File: src/rtl/sd_emmc_axi_pkg.sv
// Shared AXI constants and write-side FSM state type for the SD/eMMC DMA masters.
package sd_emmc_axi_pkg;

  localparam logic [1:0] AXI_BURST_INCR = 2'b01;
  localparam logic [2:0] AXI_SIZE_4B    = 3'b010;
  localparam logic [1:0] AXI_RESP_OKAY  = 2'b00;

  typedef enum logic [1:0] {
    IDLE,
    ADDR,
    DATA,
    RESP
  } wr_state_t;

  // DMA bursts advance in 64-byte steps, so the low six address bits must be zero.
  function automatic logic burst_misaligned(input logic [5:0] addr_lo);
    return addr_lo != 6'd0;
  endfunction

endpackage

File: src/rtl/sd_emmc_axi_wr_master.sv
// AXI4 write-burst master: one AW per DMA request, W beats drained from an FWFT FIFO,
// then a single B response; one burst outstanding at a time.
module sd_emmc_axi_wr_master
  import sd_emmc_axi_pkg::*;
#(
  parameter int unsigned ADDR_W    = 32,
  parameter int unsigned DATA_W    = 32,
  parameter int unsigned BURST_LEN = 16
) (
  input  logic                  clock,
  input  logic                  reset,
  input  logic [ADDR_W-1:0]     write_addr,
  input  logic                  addr_write_valid,
  output logic                  addr_write_ready,
  input  logic                  data_write_valid,
  output logic                  next_data_word,
  output logic                  w_last,
  input  logic [DATA_W-1:0]     fifo_dout,
  input  logic                  fifo_empty,
  output logic                  fifo_rd_en,
  output logic [ADDR_W-1:0]     m_axi_awaddr,
  output logic [7:0]            m_axi_awlen,
  output logic [2:0]            m_axi_awsize,
  output logic [1:0]            m_axi_awburst,
  output logic                  m_axi_awvalid,
  input  logic                  m_axi_awready,
  output logic [DATA_W-1:0]     m_axi_wdata,
  output logic [DATA_W/8-1:0]   m_axi_wstrb,
  output logic                  m_axi_wlast,
  output logic                  m_axi_wvalid,
  input  logic                  m_axi_wready,
  input  logic [1:0]            m_axi_bresp,
  input  logic                  m_axi_bvalid,
  output logic                  m_axi_bready,
  output logic                  resp_err,
  output logic                  align_err,
  input  logic                  err_clr
);

  localparam int unsigned CNT_W  = (BURST_LEN > 1) ? $clog2(BURST_LEN) : 1;
  localparam int unsigned STRB_W = DATA_W / 8;
  localparam logic [CNT_W-1:0] LAST_BEAT = CNT_W'(BURST_LEN - 1);

  wr_state_t         r_state;
  logic [CNT_W-1:0]  r_beat_cnt;
  logic [ADDR_W-1:0] r_awaddr;
  logic              r_awvalid;
  logic              r_w_last;
  logic              r_resp_err;
  logic              r_align_err;

  logic w_accept;
  logic w_aw_hs;
  logic w_wvalid;
  logic w_wlast;
  logic w_beat;
  logic w_b_hs;
  logic w_new_resp_err;
  logic w_new_align_err;

  // Address is taken only in IDLE; the DMA holds its request otherwise.
  assign w_accept = reset && (r_state == IDLE) && addr_write_valid;
  assign w_aw_hs  = r_awvalid && m_axi_awready;

  // FWFT head word goes straight onto the bus; a beat and a pop are the same event.
  assign w_wvalid = (r_state == DATA) && data_write_valid && !fifo_empty;
  assign w_wlast  = (r_state == DATA) && (r_beat_cnt == LAST_BEAT);
  assign w_beat   = w_wvalid && m_axi_wready;
  assign w_b_hs   = (r_state == RESP) && m_axi_bvalid;

  assign w_new_resp_err  = w_b_hs && (m_axi_bresp != AXI_RESP_OKAY);
  assign w_new_align_err = w_accept && burst_misaligned(write_addr[5:0]);

  always_ff @(posedge clock) begin
    if (!reset) begin
      r_state     <= IDLE;
      r_beat_cnt  <= '0;
      r_awaddr    <= '0;
      r_awvalid   <= 1'b0;
      r_w_last    <= 1'b0;
      r_resp_err  <= 1'b0;
      r_align_err <= 1'b0;
    end else begin
      r_w_last <= 1'b0;
      case (r_state)
        IDLE: begin
          if (w_accept) begin
            r_awaddr  <= write_addr;
            r_awvalid <= 1'b1;
            r_state   <= ADDR;
          end
        end
        ADDR: begin
          if (w_aw_hs) begin
            r_awvalid <= 1'b0;
            r_state   <= DATA;
          end
        end
        DATA: begin
          if (w_beat) begin
            if (w_wlast) begin
              r_beat_cnt <= '0;
              r_state    <= RESP;
            end else begin
              r_beat_cnt <= r_beat_cnt + CNT_W'(1);
            end
          end
        end
        RESP: begin
          if (w_b_hs) begin
            r_w_last <= 1'b1;
            r_state  <= IDLE;
          end
        end
        default: r_state <= IDLE;
      endcase
      // A fresh error outranks a clear in the same cycle.
      r_resp_err  <= (r_resp_err && !err_clr) || w_new_resp_err;
      r_align_err <= (r_align_err && !err_clr) || w_new_align_err;
    end
  end

  assign addr_write_ready = w_accept;
  assign next_data_word   = w_beat;
  assign fifo_rd_en       = w_beat;
  assign w_last           = r_w_last;

  assign m_axi_awaddr  = r_awaddr;
  assign m_axi_awlen   = 8'(BURST_LEN - 1);
  assign m_axi_awsize  = AXI_SIZE_4B;
  assign m_axi_awburst = AXI_BURST_INCR;
  assign m_axi_awvalid = r_awvalid;

  assign m_axi_wdata  = fifo_dout;
  assign m_axi_wstrb  = {STRB_W{1'b1}};
  assign m_axi_wlast  = w_wlast;
  assign m_axi_wvalid = w_wvalid;

  assign m_axi_bready = (r_state == RESP);

  assign resp_err  = r_resp_err;
  assign align_err = r_align_err;

endmodule

File: config.mk
export PLATFORM = sky130hd
export DESIGN_NAME = sd_emmc_axi_wr_master
export DESIGN_NICKNAME = d
export VERILOG_FILES = /design/src/rtl/sd_emmc_axi_pkg.sv /design/src/rtl/sd_emmc_axi_wr_master.sv
export SDC_FILE = /design/constraint.sdc
export NUM_CORES = 1
export LEC_CHECK = 0
export BUFFER_PORTS_ARGS = -buffer_cell sky130_fd_sc_hd__buf_2
export CAP_MARGIN = 15
export CORE_ASPECT_RATIO = 0.6
export CORE_MARGIN = 2
export CORE_UTILIZATION = 30
export DETAILED_ROUTE_END_ITERATION = 8
export GPL_ROUTABILITY_DRIVEN = 0
export PLACE_DENSITY = 0.71
export SYNTH_ARGS = -nofsm -noshare
export SYNTH_HDL_FRONTEND = slang
export SYNTH_SLANG_ARGS = --single-unit
File: constraint.sdc
create_clock -name clock -period 2.1 [get_ports clock]
set_input_delay 0.105 -clock clock [delete_from_list [all_inputs] [get_ports clock]]
set_output_delay 0.105 -clock clock [all_outputs]
set_load 0.01 [all_outputs]
Word-level counts from Yosys, hierarchy flattened. Cells that the tools add are included.

Reductions and logical operators: 25. $add $sub $neg: 1. Eq/ne operators: 9. Mux-type cells: 11.

Operator list (count): $logic_and 1x1->1 (12); $mux 2 (5); $ne 2x2->1 const B (4); $pmux 2 s4 (1); $reduce_and 2->1 (3); $reduce_bool 6->1 (1); $reduce_and 5->1 (1); $add 4x1->4 const B (1); $eq 2x2->1 const B (2); $eq 4x4->1 const B (1); $mux 4 (1); $reduce_bool 2->1 (2); $mux 1 (3); $reduce_and 3->1 (1); $eq 2x1->1 const B (1); $logic_not 1->1 (2); $logic_not 2->1 (1); $logic_or 1x1->1 (2); $ne 2x1->1 const B (1); $pmux 1 s2 (1).

Register bits after elaboration: 42. Word-level logic and storage cells: 53. Input port bits: 75.

Depth between registers and ports, before layout.
Depth in word-level cells: 6. Gate-level depth with buffers: 7. Depth with buffers taken out: 7.

Worst setup path after synthesis. OpenSTA, ideal clock, no wires.

Kind: register to register. Start: register r_state[0]. End: register r_state[0]. Path buffers: 0. Cell stages (with the launch flop): 6. Data required time: 2.014 ns. Period minus slack after synthesis: 1.495 ns. Arrival time: 1.409 ns. Setup slack: 0.605 ns. Cell sequence: dfxtp_1 > inv_1 > ha_1 > a222oi_1 > a21oi_1 > a211oi_1.

Cells in the longest elaborated chain, start to end: 6. Elaborated cells on any way between the ends: 18.

RTL lines: from (decl) (RTL line sd_emmc_axi_wr_master.sv:44) `wr_state_t r_state;`; from (signal assigned) (RTL line sd_emmc_axi_wr_master.sv:76) `r_state <= IDLE;`; from (signal assigned) (RTL line sd_emmc_axi_wr_master.sv:90) `r_state <= ADDR;`; from (signal assigned) (RTL line sd_emmc_axi_wr_master.sv:96) `r_state <= DATA;`; $eq 2x2->1 (RTL line sd_emmc_axi_wr_master.sv:66, sd_emmc_axi_wr_master.sv:67, sd_emmc_axi_wr_master.sv:85); $logic_and 1x1->1 (2 in series) (RTL line sd_emmc_axi_wr_master.sv:66) `assign w_wvalid = (r_state == DATA) && data_write_valid && !fifo_empty;`; $logic_and 1x1->1 (RTL line sd_emmc_axi_wr_master.sv:68) `assign w_beat = w_wvalid && m_axi_wready;`; $ne 2x2->1 (no source line); $reduce_and 5->1 (no source line).

Several ways; a longest one is shown, not always the timed one. A chain may end at the register's enable or synchronous reset.

Final worst setup path. Ends and elaborated chain as after synthesis.

==> results_dict.tcl <==
set metrics [dict create \
    routed_via_density 4.348 \
    io_pins 166 \
    fin_ws_ns 0.3483 \
    clk_latency_ns 0.29 \
    postCtsHoldBufs 0 \
    cpPeakStageDelay_ns 0.59 \
    postRouteAntennaNets 0 \
    cts_sinks 42 \
    placed_area_um2 2216 \
    drive_above_1_share_pct 31.72 \
    num_rows 23 \
    core_area_um2 6561 \
    rsz0062_at_grt "false" \
    regToRegSetupSlack_ns 0.35 \
    yosys_warnings 0 \
    ys_seq_elements 42 \
    wl_um 4479 \
    synth_area_leader_cell "dfxtp_1" \
    dieWidth_um 109.6 \
    ys_async_sr_fraction_pct 0 \
    clock-root-buffer "clkbuf_8" \
    antenna_found_initial 0 \
    max_freq_mhz 570.9 \
    crit_fanout 4 \
    grt_max_degree 27 \
    peakVddDrop_uv 352.7 \
    outcome "finished clean" \
    grt_pass1_vias 1532 \
    synth.avg_cell_area_um2 7.804 \
    seq_area_frac_synth_pct 41.92 \
    ys_types 26 \
    grt_overflow 0 \
    worst_setup_path_end_kind "flop" \
    critical-path-slowest-cell "a222oi_1" \
    post_cts_buffers 0 \
    timing.max_cap.violations 0 \
    port_buffers 84 \
    finalInstanceArea_um2 2307 \
    setup_tns_ns 0 \
    wl_per_cell_um 11.31 \
    start_util_pct 30.57 \
    hold_start "write_addr[25]" \
    ctsResizeCount 0 \
    slew_headroom_pct 58.60 \
    dr.first_iter.drc_count 53 \
    die_area_um2 7377 \
    synth_cells 257 \
    cts_buffer_depth 2 \
    layout.nets 389 \
    worst_slew_pin_slew_ns 0.6211 \
    critical_path_class "flop to flop" \
    dp_hpwl_um 3370 \
    fin_crit_ns 1.752 \
    yosys_most_used_dff "dfxtp_1" \
    h-tree-depth 2 \
    grt_usage_pct 12.24 \
    fin_util_pct 35.16 \
    antenna_cells 0 \
    start_kind "flop" \
    synth.area.top_cells "dfxtp_1 (42%), buf_4 (19%), nand2_1 (14%)" \
    fin_skew_ns 0.002914 \
    worst_r2r_endpoint "r_state[0]" \
    area_growth_pct 15.03 \
    p_per_area_nw_per_um2 1009 \
    grt_pass1_wl_um 6906 \
    numCtsBuffers 5 \
    min_path_type "input port to flop" \
    synthesis.area_um2 2006 \
    r2r_cells 5 \
    r2r-start "r_state[0]" \
    synth_edf_count 0 \
    first_pass_iters 4 \
    synth_top_area_share_pct 41.92 \
    drc 0 \
    worstPathCellList "inv_1 > ha_1 > a222oi_1 > a21oi_1 > a211oi_1" \
    via_count 1722 \
    min_path_cells 3 \
    dp_slack_ns 0.3928 \
    cp.required_ns 2.31 \
    cts_tree "built" \
    final-setup-viol-count 0 \
    whs_endpoint "m_axi_awaddr[25]" \
    arrival_ns 1.97 \
    fp.dieH_um 67.34 \
    slew_viol_final 0 \
    hold_viol_final 0 \
    min_period_over_period_pct 83.42 \
    clkTransAtPathRegs_ns 0.08 \
    leakagePower_uw 0.001144 \
]
[kinds of logic (layout without fill, tap and decap cells)]
family,after synthesis,count (layout),synth area share [%]
DFF,42,42,41.92
other,2,17,0.3744
xor gates and xnor gates,1,1,0.4368
adders and majority gates,6,6,3.743
buffers and inverters,67,104,22.08
AOI/OAI and AO/OA,47,47,12.73
and+or+nand+nor,92,92,18.72
[cell usage after synthesis, types with 2 or more instances]
library cell   n
and3_1         2
o211ai_1       2
nor2_1         7
buf_2          3
buf_4         50
ha_1           6
nand2_1       74
nand3_1        2
dfxtp_1       42
clkbuf_1       8
inv_1          6
a21oi_1       40
conb_1         2
[placed cells by master, fill, tap and decap left out, types with 2 or more instances in the layout]
cell      synthesis  final
and3_1            2      2
o211ai_1          2      2
nand3_1           2      2
buf_2             3     84
inv_1             6      6
ha_1              6      6
clkbuf_8          0      6
conb_1            2     17
nor2_1            7      7
buf_4            50      6
nand2_1          74     74
a21oi_1          40     40
dfxtp_1          42     42
[flip-flops by register name (all words and copies together), names as in the netlist]
register,flops
m_axi_awaddr,32
r_beat_cnt,4
r_state,2
align_err,1
m_axi_awvalid,1
resp_err,1
w_last,1
[metrics by stage]
step,instances,hold slack (ns),total power [uW]
after global routing,396,0.03234,2507
after CTS,396,0.02181,2372
final,396,0.03696,2328
after floorplan,272,0.2410,1590
after detailed placement,388,0.2101,1811
after global placement,388,0.2101,1774
[worst max-delay path, delay by kind of cell (launching register included)]
family                     cells  cell delay (ns)
AOI/OAI and AO/OA              3             0.94
buffers and inverters          1             0.10
DFF                            1             0.39
adders and majority gates      1             0.24
[worst max-delay path by stage]
stage / endpoint / cells after the start / startpoint
floorplan: r_state[0] / 5 / r_state[0]
global placement: r_state[0] / 5 / r_state[0]
detailed placement: r_state[0] / 5 / r_state[0]
CTS: addr_write_ready / 6 / r_state[0]
global route: r_state[0] / 5 / r_state[0]
finish: r_state[0] / 5 / r_state[0]
[final cells by class]
class,instances,area [um2]
well taps,87,108.9
clock buffers,7,86.33
repair buffers,90,465.4
clock inverters,1,5.005
flip-flops and latches,42,840.8
fillers,716,4254
multi-input cells,163,778.2
inverters,6,22.52
[per-layer routing]
layer | GRT usage [%] | routed length (um) | vias to the layer above
li1 | - | - | 857
met1 | 14.78 | 2093 | 776
met2 | 18.29 | 1841 | 77
met3 | 6.274 | 459 | 12
met4 | 5.380 | 85 | 0
met5 | 0 | 0 | -
[power breakdown]
| part | switching, uW | internal, uW | leakage (uW) |
|---|---|---|---|
| clock network | 278 | 266 | 0.0000482 |
| logic | 473 | 299 | 0.000752 |
| registers | 75.5 | 937 | 0.000344 |
| total | 826 | 1500 | 0.00114 |
No activity file was read; power rests on OpenSTA's default activity.
